$ cat config.mk
export PLATFORM = sky130hd
export DESIGN_NAME = spi_cmd_regfile
export DESIGN_NICKNAME = d
export VERILOG_FILES = /design/src/rtl/spi_cmd_regfile.sv
export SDC_FILE = /design/constraint.sdc
export NUM_CORES = 1
export LEC_CHECK = 0
export CAP_MARGIN = 20
export CORE_MARGIN = 2
export CORE_UTILIZATION = 28
export DETAILED_ROUTE_END_ITERATION = 7
export GPL_ROUTABILITY_DRIVEN = 0
export PLACE_DENSITY_LB_ADDON = 0.15
export SETUP_SLACK_MARGIN = 0.5
export SYNTH_ARGS = -nofsm -noshare
export SYNTH_HDL_FRONTEND = slang
export SYNTH_SLANG_ARGS = --single-unit
export TNS_END_PERCENT = 20
$ cat constraint.sdc
create_clock -name clk_i -period 2.5 [get_ports clk_i]
set_input_delay 0.75 -clock clk_i [delete_from_list [all_inputs] [get_ports clk_i]]
set_output_delay 0.75 -clock clk_i [all_outputs]
set_load 0.05 [all_outputs]
$ cat src/rtl/spi_cmd_regfile.sv
// ============================================================================
// Module   : spi_cmd_regfile
// Purpose  : Decodes 32-bit SPI command frames, executes register reads and
//            writes on the analog front-end control file, and hands a 32-bit
//            response back to the SPI slave for shifting out on the next frame.
//            Optional build macro CMD_PARITY_EN enables even parity checking
//            over the whole frame (parity bit carried in frame[23]).
// Revision : 1.0 - initial release
// ============================================================================
`default_nettype none

module spi_cmd_regfile #(
  parameter logic [15:0] ID_VALUE         = 16'h0180,
  parameter int unsigned RST_PULSE_CYCLES = 16
) (
  input  logic        clk_i,
  input  logic        rst_ni,
  input  logic [31:0] rx_data_i,
  input  logic        rx_valid_i,
  output logic [31:0] tx_data_o,
  output logic        tx_wren_o,
  input  logic        tx_ack_i,
  input  logic        comp_i,
  input  logic        sat_hi_i,
  input  logic        sat_lo_i,
  input  logic        ref_ok_i,
  output logic [1:0]  afe_sel_o,
  output logic [2:0]  range_sel_o,
  output logic        ref_sign_o,
  output logic        afe_reset_o,
  output logic        err_o,
  output logic [1:0]  state_dbg_o
);

  typedef enum logic [1:0] {
    ST_IDLE   = 2'd0,
    ST_DECODE = 2'd1,
    ST_LOAD   = 2'd2
  } state_e;

  localparam logic [6:0] ADDR_ID      = 7'h00;
  localparam logic [6:0] ADDR_CTRL    = 7'h01;
  localparam logic [6:0] ADDR_STATUS  = 7'h02;
  localparam logic [6:0] ADDR_SCRATCH = 7'h03;
  localparam logic [7:0] RST_CNT_LOAD = 8'(RST_PULSE_CYCLES);

  // Registered state
  state_e      state_q,      state_d;
  logic [31:0] frame_q,      frame_d;
  logic [31:0] tx_data_q,    tx_data_d;
  logic        tx_wren_q,    tx_wren_d;
  logic [5:0]  ctrl_q,       ctrl_d;
  logic [15:0] scratch_q,    scratch_d;
  logic        sat_hi_seen_q, sat_hi_seen_d;
  logic        sat_lo_seen_q, sat_lo_seen_d;
  logic        overrun_q,    overrun_d;
  logic        bad_cmd_q,    bad_cmd_d;
  logic [7:0]  rst_cnt_q,    rst_cnt_d;
  logic        afe_reset_q,  afe_reset_d;
  logic        err_q,        err_d;

  // Frame decode
  logic        is_wr;
  logic [6:0]  addr;
  logic [15:0] wdata;
  logic        parity_err;
  logic        addr_err;
  logic        cmd_err;
  logic        in_decode;
  logic        do_write;
  logic [3:0]  w1c;
  logic [7:0]  status_cur;
  logic [7:0]  status_nxt;
  logic [15:0] rdata;
  logic [31:0] resp;

  assign is_wr = frame_q[31];
  assign addr  = frame_q[30:24];
  assign wdata = frame_q[15:0];

`ifdef CMD_PARITY_EN
  // Whole frame must XOR to zero; frame[23] carries the even-parity bit.
  assign parity_err = ^frame_q;
`else
  // Reserved byte carries no meaning in this build.
  logic unused_reserved;
  assign unused_reserved = ^frame_q[23:16];
  assign parity_err      = 1'b0;
`endif

  assign addr_err  = (addr[6:2] != 5'd0);
  assign cmd_err   = addr_err | parity_err;
  assign in_decode = (state_q == ST_DECODE);
  assign do_write  = in_decode & is_wr & ~cmd_err;
  assign w1c       = (do_write && addr == ADDR_STATUS) ? wdata[7:4] : 4'd0;

  assign status_cur = {bad_cmd_q, overrun_q, sat_lo_seen_q, sat_hi_seen_q,
                       ref_ok_i, sat_lo_i, sat_hi_i, comp_i};

  // Register file updates, sticky flags and the reset pulse counter
  always_comb begin
    ctrl_d    = ctrl_q;
    scratch_d = scratch_q;
    rst_cnt_d = (rst_cnt_q != 8'd0) ? (rst_cnt_q - 8'd1) : 8'd0;

    if (do_write && addr == ADDR_CTRL) begin
      ctrl_d = wdata[5:0];
      if (wdata[6]) begin
        rst_cnt_d = RST_CNT_LOAD;
      end
    end
    if (do_write && addr == ADDR_SCRATCH) begin
      scratch_d = wdata;
    end

    // A set on the same cycle as a W1C wins, so no event is ever lost.
    sat_hi_seen_d = sat_hi_i | (sat_hi_seen_q & ~w1c[0]);
    sat_lo_seen_d = sat_lo_i | (sat_lo_seen_q & ~w1c[1]);
    overrun_d     = (rx_valid_i && state_q != ST_IDLE) | (overrun_q & ~w1c[2]);
    bad_cmd_d     = (in_decode & cmd_err) | (bad_cmd_q & ~w1c[3]);

    afe_reset_d = (rst_cnt_d != 8'd0);
    err_d       = overrun_d | bad_cmd_d;
  end

  // Response word: reads see current state, writes see the post-write value
  always_comb begin
    status_nxt = {bad_cmd_d, overrun_d, sat_lo_seen_d, sat_hi_seen_d,
                  ref_ok_i, sat_lo_i, sat_hi_i, comp_i};
    rdata = 16'd0;
    if (!cmd_err) begin
      case (addr)
        ADDR_ID:      rdata = ID_VALUE;
        ADDR_CTRL:    rdata = {10'd0, ctrl_d};
        ADDR_STATUS:  rdata = {8'd0, (is_wr ? status_nxt : status_cur)};
        ADDR_SCRATCH: rdata = scratch_d;
        default:      rdata = 16'd0;
      endcase
    end
    resp = {cmd_err, addr, status_cur, rdata};
  end

  // Command sequencer: capture, decode, then hold the response until accepted
  always_comb begin
    state_d   = state_q;
    frame_d   = frame_q;
    tx_data_d = tx_data_q;
    tx_wren_d = tx_wren_q;

    case (state_q)
      ST_IDLE: begin
        if (rx_valid_i) begin
          frame_d = rx_data_i;
          state_d = ST_DECODE;
        end
      end
      ST_DECODE: begin
        tx_data_d = resp;
        if (rx_valid_i) begin
          // Newer frame supersedes the one being decoded; its response is dropped.
          frame_d   = rx_data_i;
          state_d   = ST_DECODE;
          tx_wren_d = 1'b0;
        end else begin
          state_d   = ST_LOAD;
          tx_wren_d = 1'b1;
        end
      end
      ST_LOAD: begin
        if (rx_valid_i) begin
          frame_d   = rx_data_i;
          state_d   = ST_DECODE;
          tx_wren_d = 1'b0;
        end else if (tx_ack_i) begin
          state_d   = ST_IDLE;
          tx_wren_d = 1'b0;
        end
      end
      default: begin
        state_d   = ST_IDLE;
        tx_wren_d = 1'b0;
      end
    endcase
  end

  // State and output registers
  always_ff @(posedge clk_i or negedge rst_ni) begin
    if (!rst_ni) begin
      state_q       <= ST_IDLE;
      frame_q       <= 32'd0;
      tx_data_q     <= 32'd0;
      tx_wren_q     <= 1'b0;
      ctrl_q        <= 6'd0;
      scratch_q     <= 16'd0;
      sat_hi_seen_q <= 1'b0;
      sat_lo_seen_q <= 1'b0;
      overrun_q     <= 1'b0;
      bad_cmd_q     <= 1'b0;
      rst_cnt_q     <= 8'd0;
      afe_reset_q   <= 1'b0;
      err_q         <= 1'b0;
    end else begin
      state_q       <= state_d;
      frame_q       <= frame_d;
      tx_data_q     <= tx_data_d;
      tx_wren_q     <= tx_wren_d;
      ctrl_q        <= ctrl_d;
      scratch_q     <= scratch_d;
      sat_hi_seen_q <= sat_hi_seen_d;
      sat_lo_seen_q <= sat_lo_seen_d;
      overrun_q     <= overrun_d;
      bad_cmd_q     <= bad_cmd_d;
      rst_cnt_q     <= rst_cnt_d;
      afe_reset_q   <= afe_reset_d;
      err_q         <= err_d;
    end
  end

  assign tx_data_o   = tx_data_q;
  assign tx_wren_o   = tx_wren_q;
  assign afe_sel_o   = ctrl_q[1:0];
  assign range_sel_o = ctrl_q[4:2];
  assign ref_sign_o  = ctrl_q[5];
  assign afe_reset_o = afe_reset_q;
  assign err_o       = err_q;
  assign state_dbg_o = state_q;

endmodule

`default_nettype wire

==> results by stage, run 1 <==
Global route:
- Across every metal layer, demand over resource in global routing totals 13.11%.
- The via count of the first global-routing pass came to 3,098.
- The global-route wire length before repair is 16.53 mm.
- The number of antenna violations at the first check in global routing came to 0.
- The total overflow reported by the global router is 0.
- The pin count of the biggest net entering global routing is 51.

Clock network:
- The buffer type at the clock tree root is sky130_fd_sc_hd__clkbuf_16.
- The clock latency reported for the late side of the worst-skew pair is 0.35 ns.
- The maximum buffer depth of the clock tree is 2.
- TritonCTS built the clock tree.
- The CTS buffer count is 9.
- The hold buffer count at CTS is 0.
- The depth of the CTS H-tree is 3.
- The clock sink total is 95.
- The clock transition at the register clock pins on the worst setup and hold paths after CTS is 0.07 ns.

Power:
- Summed over all cells, the static leakage comes to 2.568 nW.
- The sum of internal, switching and leakage power is 4.446 mW.
- In this run, flip-flops and latches consume a little over two fifths of the power.
- The share of total power in the clock network is 31.3%.
- The internal power of the cells totals between 3 and 4 mW.
- The power per cell area is 797.6 nW/um^2.
- Of the total power, the share spent switching nets is around 32%.
- The combinational power share is approximately 25%.
- Summed over all nets, the switching power comes to 1.430 mW.
- The worst-case IR drop observed on VDD is 0.3470 mV.

Timing:
- The setup-violating endpoint count in the final report is 0.
- After layout, the worst path uses 90.20% of the clock period.
- At the pin with the least slew margin, the transition time is between 0.5 and 0.6 ns.
- The count of final max-slew check failures is 0.
- The setup TNS is 0 ns.
- Setup repair after global routing could not meet its margin everywhere.
- The clock arrives with 0.008792 ns of skew.
- Measured against its own limit, the worst slew margin works out to 63.17%.
- The setup slack of the critical path after layout is 0.2451 ns.
- The smallest clock period supported by the final layout is computed as between 2 and 2.5 ns.
- The maximum achievable frequency is about 0.44 GHz.
- The final number of hold-violating endpoints is 0.

Worst setup path:
- The critical path buffer and inverter count is 1.
- Data arrives at the worst endpoint at 1.50 ns.
- The kind of critical path is flip-flop to output port.
- The required time reported for the critical path endpoint is 1.75 ns.
- The endpoint kind of the worst setup timing path is an output port.
- The critical path goes through clkdlybuf4s50_1.
- The largest driver fanout on the critical path is 2.
- The cell with the largest stage delay on the worst path is sky130_fd_sc_hd__clkdlybuf4s50_1.
- The cell family with the largest share of critical-path delay is buffers and inverters.
- The worst stage delay on the critical path is 0.80 ns.
- STA classifies the critical path startpoint as a flip-flop.

Place:
- The count of input and output buffers is 74.
- Detailed placement ended at an HPWL of 6.840 mm.
- OpenSTA, run right after detailed placement, puts the worst setup slack at 0.2064 ns.

Die:
- Once the floorplan was initialized, standard cells occupied 28.86% of the core.
- The core area is 14,590 um^2.
- The floorplan die width is 126.6 um.
- During I/O placement, the number of pins put on the boundary was 83.
- The row count is 44.
- The die covers 16,030 um^2.
- The vertical extent of the die is 126.6 um.

Synth:
- For this run, the leading register cell type out of synthesis is sky130_fd_sc_hd__dfrtp_1.
- The number of enable flip-flop cells after synthesis is 0.
- When the netlist entered floorplanning its net count stood at 406.
- After synthesis the cells add up to 4210 um^2.
- The Yosys step of the flow raised 0 warnings.
- Synthesis produced 364 cells.
- The sequential-to-total area share from yosys stat is 56.46%.
- The commonest cells after synthesis are sky130_fd_sc_hd__dfrtp_1 (95), sky130_fd_sc_hd__nand2_1 (63), sky130_fd_sc_hd__mux2_2 (36).
- After synthesis, the cell types taking the most area are sky130_fd_sc_hd__dfrtp_1 (56%), sky130_fd_sc_hd__mux2_2 (9.6%), sky130_fd_sc_hd__nand2_1 (5.6%).
- The share of synthesized area in the top cell type comes to 56.46%.
- The post-synthesis sequential element count is 95.
- The biggest area consumer among synthesized cells is sky130_fd_sc_hd__dfrtp_1.
- The cell with the most instances after synthesis is sky130_fd_sc_hd__dfrtp_1.
- The proportion of register bits with asynchronous set or reset after synthesis is 100.0%.
- The number of distinct standard cells referenced by the synthesized netlist is 43.
- The average instance in the mapped netlist occupies 11.57 um^2.

Route:
- Dividing the detail-routed via count by the number of cells gives roughly 4.7.
- The remaining routing DRC violations is 0.
- In this run the remaining antenna-violating nets after routing total 0.
- The first TritonRoute pass finished after 4 iterations.
- The average wire length per cell after detail routing is 15.64 um.
- The detailed-route wire length is 9.945 mm.
- The initial DRC count is approximately 180.
- The vias after detailed routing is 3,011.

Final layout:
- The repair_antennas step left the layout with diodes totalling 0.
- The final net count is around 490.
- The layout-stage area growth over the synthesis result is 32.39%.
- Cells fill 38.21% of the core in the end.
- The layout cell share with drive strength beyond 1 is 21.24%.

Worst hold path:
- The path category of the worst min-delay check is primary input to asynchronous set/reset pin.

Run:
- The tool flagged a number of max-cap violations equal to 0.

Status:
- The flow ran to the end, and the final reports show no timing, DRC or antenna violations.
-- cells by family (layout without fill, tap and decap cells) --
group,Yosys count,after routing,share of synthesized area (%)
xor+xnor,5,5,1.040
mux,64,64,17.47
compound gates,50,50,7.786
buf+inv,23,111,2.407
flops,95,95,56.46
fa+ha+maj,2,2,0.5943
simple gates,125,125,14.23
-- layer usage --
layer	track usage, %	vias up	part of all wire, %
met3	4.133	10	4.9
li1	-	1441	-
met2	19.72	57	46
met1	17.75	1503	48
met5	0	-	0
met4	4.848	0	1.5
-- placed cells by master, fill, tap and decap left out, types with 8 or more instances in the layout --
cell,n
sky130_fd_sc_hd__clkdlybuf4s50_1,46
sky130_fd_sc_hd__a21oi_1,8
sky130_fd_sc_hd__nand2_1,63
sky130_fd_sc_hd__mux2_4,10
sky130_fd_sc_hd__nor2_1,23
sky130_fd_sc_hd__mux2_2,36
sky130_fd_sc_hd__dfrtp_1,95
sky130_fd_sc_hd__mux2i_1,18
sky130_fd_sc_hd__buf_4,17
sky130_fd_sc_hd__o21ai_0,17
sky130_fd_sc_hd__clkbuf_16,9
sky130_fd_sc_hd__nand3_1,10
sky130_fd_sc_hd__clkdlybuf4s15_1,9
-- cell type report --
type                       count  area (um^2)
fill                        1420         9015
sequential                    95         2377
multi-input combinational    246         1738
timing repair buffer          92        917.1
clock buffer                  11        242.7
tap                          184        230.2
clock inverter                 5        57.56
inverter                       3        11.26
-- through the flow --
step           hold WS [ns]  std cells  cell area [um^2]
6_report             0.3271        636              5574
5_1_grt              0.3482        636              5574
4_1_cts              0.3337        634              5537
3_5_place_dp         0.4628        618              5238
3_3_place_gp         0.4601        618              5238
2_1_floorplan        0.4522        364              4210
-- power by group through the flow --
stage / clock, mW / sequential [mW] / combinational (mW)
6_report: 1.39 / 1.94 / 1.11
5_1_grt: 1.50 / 1.98 / 1.22
4_1_cts: 1.45 / 1.95 / 1.12
3_5_place_dp: 0 / 1.98 / 1.13
3_3_place_gp: 0 / 1.97 / 1.13
2_1_floorplan: 0 / 2.17 / 0.523
-- sequential cells by signal, indices dropped and copies added (netlist names) --
signal and count:
scratch_q 16, tx_wren_o 1, sat_hi_seen_q 1, ctrl_q 6
bad_cmd_q 1, state_dbg_o 2, overrun_q 1, tx_data_o 32
frame_q 24, err_o 1, sat_lo_seen_q 1, rst_cnt_q 8
afe_reset_o 1
-- what timing repair did --
| action | 4_1_cts | 5_1_grt |
|---|---|---|
| pin swaps | 0 | 3 |
| gates resized for setup | 43 | 4 |
| endpoints found under the setup margin | 81 | 77 |
| buffers inserted | 0 | 2 |
-- path summary, 6_finish.rpt --
kind | slack [ns] | start | depth (start not counted) | to
max in group asynchronous | 1.57 | rst_ni | 2 | state_dbg_o[0]
worst min-delay path | 0.33 | rst_ni | 1 | tx_data_o[18]
worst max register to register | 0.41 | frame_q[29] | 4 | ctrl_q[1]
min in group clk_i | 0.47 | tx_data_o[21] | 2 | tx_data_o[21]
worst min register to register | 0.47 | tx_data_o[21] | 2 | tx_data_o[21]
worst max-delay path | 0.25 | tx_data_o[22] | 1 | tx_data_o[22]
Note: power is estimated with default switching activity, not from simulation.
==> inputs of run 2 (changes only) <==
--- a/config.mk
+++ b/config.mk
@@ -8,6 +8,7 @@
 export CAP_MARGIN = 20
 export CORE_MARGIN = 2
 export CORE_UTILIZATION = 28
+export CTS_CLUSTER_SIZE = 40
 export DETAILED_ROUTE_END_ITERATION = 7
 export GPL_ROUTABILITY_DRIVEN = 0
 export PLACE_DENSITY_LB_ADDON = 0.15
==> results of run 2 <==
The final DEF is identical to that of run 1; final timing and power are the same.
==> inputs of run 3 (changes only) <==
--- a/config.mk
+++ b/config.mk
@@ -5,6 +5,7 @@
 export SDC_FILE = /design/constraint.sdc
 export NUM_CORES = 1
 export LEC_CHECK = 0
+export ABC_AREA = 1
 export CAP_MARGIN = 20
 export CORE_MARGIN = 2
 export CORE_UTILIZATION = 28
==> run 3 against run 2 <==
Effect of this change:
- global-route usage rose by 1.1 points
- sequential power fell by 3%
- first-iteration DRC count fell by 3.9%
- worst setup slack got worse by 0.0098 ns
- flip-flop and latch count did not move
- worst hold slack improved by 0.063 ns
- maximum frequency fell by 0.43%
- largest cell class unchanged
- largest power group unchanged
- highest routed layer unchanged
==> results by stage, run 3 <==
Status:
- The flow ran to the end, and the final reports show no timing, DRC or antenna violations.

Route:
- The met2 wire length is 4.694 mm (+2.8%).
- The vias after detailed routing was 3,308 (+9.9%).
- The remaining antenna violation count after routing is 0 (unchanged).
- The remaining routing DRC violations was 0 (unchanged).
- The initial DRC count is 174 (-3.9%).
- The vias per cell came to 4.405 (-7.0%).
- The top layer used by detailed routing is met4.
- The count of TritonRoute iterations in the first routing pass is 4 (unchanged).
- The average wire length per cell after detail routing is 13.90 um (-11%).
- The detailed-route wire length is 10.44 mm (+4.9%).
- The post-route met1 wirelength is 5.241 mm (+10%).
- The met3 wire length was 302 um (-38%).

Final layout:
- The utilization after layout is 37.50% (-0.71 points).
- The final net count came to 604 (+24%).
- In the layout the commonest cells are sky130_fd_sc_hd__nand2_1 (181), sky130_fd_sc_hd__dfrtp_1 (95), sky130_fd_sc_hd__inv_1 (58), sky130_fd_sc_hd__clkdlybuf4s50_1 (35), sky130_fd_sc_hd__o21ai_0 (31).
- From synthesis to final layout, the design area changed by 31.29%.
- The flip-flop count of the largest register after layout was 32 (unchanged).
- The commonest non-fill, non-tap cell in the layout is sky130_fd_sc_hd__nand2_1.
- The antenna cell count is 0 (unchanged).
- The summed area of non-filler cells in the final layout was 5429 um^2 (-2.6%).
- The layout cell share with drive strength beyond 1 is 8.466% (-13 points).

Worst setup path:
- The arrival time of data at the critical path endpoint came to 1.51 ns (about the same).
- The cell with the largest stage delay on the worst path is sky130_fd_sc_hd__clkdlybuf4s50_1.
- The worst setup path is of the flip-flop to output port kind.
- The startpoint identified for the worst register-to-register timing path is state_dbg_o[1].
- The depth of the worst register-to-register path is 13 (+9).
- The endpoint identified for the worst register-to-register timing path is tx_data_o[5].
- The worst stage delay on the critical path was 0.81 ns (about the same).
- The required time reported for the critical path endpoint came to 1.75 ns (about the same).
- Traced cell by cell, the critical path runs through clkdlybuf4s50_1.
- The critical path buffer and inverter count is 1 (unchanged).
- The worst setup path is launched from a flip-flop.
- The setup slack of the most critical reg-to-reg path is 0.67 ns (+0.26 ns).
- The largest driver fanout on the critical path is 2 (unchanged).
- The endpoint kind of the worst setup timing path is an output port.
- The cell family with the largest share of critical-path delay is buffers and inverters.

Synth:
- Sorting the synthesized cells by area gives the leading types as sky130_fd_sc_hd__dfrtp_1 (57%), sky130_fd_sc_hd__nand2_1 (16%), sky130_fd_sc_hd__inv_1 (5.3%).
- The sequential-to-total area share from yosys stat is 57.49% (+1.0 points).
- Among all flip-flop cells after synthesis, the most frequent one is sky130_fd_sc_hd__dfrtp_1.
- The number of cells produced by synthesis came to 480 (+32%).
- In the synthesized netlist, the cells that appear most often are sky130_fd_sc_hd__nand2_1 (181), sky130_fd_sc_hd__dfrtp_1 (95), sky130_fd_sc_hd__inv_1 (58).
- The xor/xnor share of the synthesized area is 0.6354% (-0.40 points).
- The post-synthesis sequential element count is 95 (unchanged).
- The simple-gate share of the synthesized area is 24.66% (+10 points).
- The Yosys warning count was 0 (unchanged).
- The fraction of post-synthesis cell area in the top cell type by area was 57.49% (+1.0 points).
- The summed instance area of the synthesized netlist was 4135 um^2 (-1.8%).
- By area, the combinational part of the netlist is dominated by simple AND/OR/NAND/NOR gates.
- The proportion of synthesized area in mux cells is 1.694% (-16 points).
- The number of enable flip-flop cells after synthesis is 0 (unchanged).
- The number of distinct standard cells referenced by the synthesized netlist is 32 (-26%).
- By instance count, the leading cell after synthesis is sky130_fd_sc_hd__nand2_1.
- The average footprint of a synthesized cell is 8.615 um^2 (-26%).
- The net count of the mapped netlist came to 522 (+29%).
- The compound-gate portion of the synthesized area is 7.352% (-0.43 points).
- The proportion of register bits with asynchronous set or reset after synthesis was 100.0% (unchanged).
- The biggest area consumer among synthesized cells is sky130_fd_sc_hd__dfrtp_1.
- The post-synthesis adder-cell area fraction is 0.6051% (+0.011 points).

Clock network:
- The hold buffer count at CTS is 0 (unchanged).
- The maximum buffer depth of the clock tree is 2 (unchanged).
- The CTS tree is done.
- The clock sink total is 95 (unchanged).
- The depth of the CTS H-tree is 3 (unchanged).
- The CTS buffer count is 9 (unchanged).
- The clock latency reported for the late side of the worst-skew pair came to 0.36 ns (about the same).
- The clock transition at the register clock pins on the worst setup and hold paths after CTS came to 0.07 ns (about the same).
- The buffer type at the clock tree root is sky130_fd_sc_hd__clkbuf_16.
- The post-CTS setup repair buffer count is 0 (unchanged).

Timing:
- The count of final max-slew check failures is 0 (unchanged).
- The setup TNS is 0 ns (unchanged).
- The shortest period the worst path allows came to 2.265 ns (+0.009764 ns).
- Setup repair after global routing could not meet its margin everywhere.
- The final number of hold-violating endpoints is 0 (unchanged).
- The remaining max-slew budget at the tightest pin is 60.25% (-2.9 points).
- The worst-margin pin slew was 0.5962 ns (+0.04165 ns).
- The final worst clock skew came to 0.01163 ns (+0.002840 ns).
- The setup-violating endpoint count in the final report was 0 (unchanged).
- The worst hold slack was 0.3898 ns (+0.06273 ns).
- The maximum achievable frequency is 0.4416 GHz (-0.43%).
- The final worst-path cycle share is 90.59% (+0.39 points).

Place:
- The area of placed instances is 5126 um^2 (-2.1%).
- The count of input and output buffers was 74 (unchanged).
- The final HPWL from detailed placement is 7.175 mm (+4.9%).

Die:
- The row count came to 44 (unchanged).
- The floorplan die width came to 125.5 um (-0.87%).
- The I/O pin total came to 83 (unchanged).
- The vertical extent of the die is 125.5 um (-0.87%).
- The effective utilization at floorplan is 28.56% (-0.30 points).
- The die footprint is 15,760 um^2 (-1.7%).
- The core area is 14,480 um^2 (-0.75%).

Global route:
- The total overflow reported by the global router is 0 (unchanged).
- The number of antenna violations at the first check in global routing came to 0 (unchanged).
- The via count of the first global-routing pass is 3,459 (+12%).
- The pin count of the biggest net entering global routing is 43 (-16%).
- The global-route wire length before repair is 17.70 mm (+7.1%).
- The overall track demand over capacity in global routing is 14.24% (+1.1 points).

Power:
- The standby leakage power was 3.008 nW (+17%).
- The power per cell area is 817.7 nW/um^2 (+2.5%).
- The sum of internal, switching and leakage power is 4.440 mW (-0.14%).
- The maximum vdd ir drop is 0.3343 mV (-3.7%).

Worst hold path:
- The path class of the tightest hold or removal check is primary input to asynchronous set/reset pin.

Run:
- The number of max-capacitance violations reported is 0 (unchanged).
-- run 3: layout make-up --
| type | count | area, um^2 |
|---|---|---|
| Clock buffer | 11 | 242.7 |
| Clock inverter | 5 | 63.81 |
| Fill cell | 1518 | 9050 |
| Inverter | 60 | 225.2 |
| Multi-Input combinational cell | 309 | 1445 |
| Sequential cell | 95 | 2377 |
| Tap cell | 184 | 230.2 |
| Timing Repair Buffer | 87 | 844.6 |
-- run 3: repair_timing --
| action | 4_1_cts | 5_1_grt |
|---|---|---|
| gates resized for setup | 45 | 7 |
| setup endpoints to repair | 43 | 39 |
| gates cloned | 0 | 0 |
| pin swaps | 0 | 0 |
-- run 3: where the power goes --
group          internal, mW  switching, mW  total [mW]  leakage (nW)
registers              1.75          0.129        1.88          1.19
logic                 0.361          0.758        1.12          1.67
clock network         0.813          0.629        1.44         0.147
-- run 3: metrics by stage --
step	instances	setup slack, ns
finish	751	0.2353
floorplan	480	0.7454
global placement	735	0.4763
detailed placement	735	0.4861
CTS	751	0.2234
global route	751	0.2174
-- run 3: how the worst max path moves through the flow --
stage                   startpoint              to  slack [ns]  cells after the start
detailed placement  state_dbg_o[0]  state_dbg_o[0]        0.49                      1
finish               tx_data_o[19]   tx_data_o[19]        0.24                      1
CTS                  tx_data_o[12]   tx_data_o[12]        0.22                      1
floorplan           state_dbg_o[0]    tx_data_o[8]        0.75                      8
global placement    state_dbg_o[0]  state_dbg_o[0]        0.48                      1
global route         tx_data_o[17]   tx_data_o[17]        0.22                      1
-- run 3: metal layers --
| layer | global-route usage, % | up-vias |
|---|---|---|
| met4 | 5.882 | 0 |
| met1 | 19.49 | 1573 |
| met2 | 22.23 | 59 |
| met3 | 2.696 | 13 |
| met5 | 0 | - |
| li1 | - | 1663 |
-- run 3: kinds of logic after synthesis --
group	count (synthesis)
buffers and inverters	76
xor gates and xnor gates	3
adders and majority gates	2
muxes	7
AOI/OAI and AO/OA	53
and+or+nand+nor	244
DFF	95
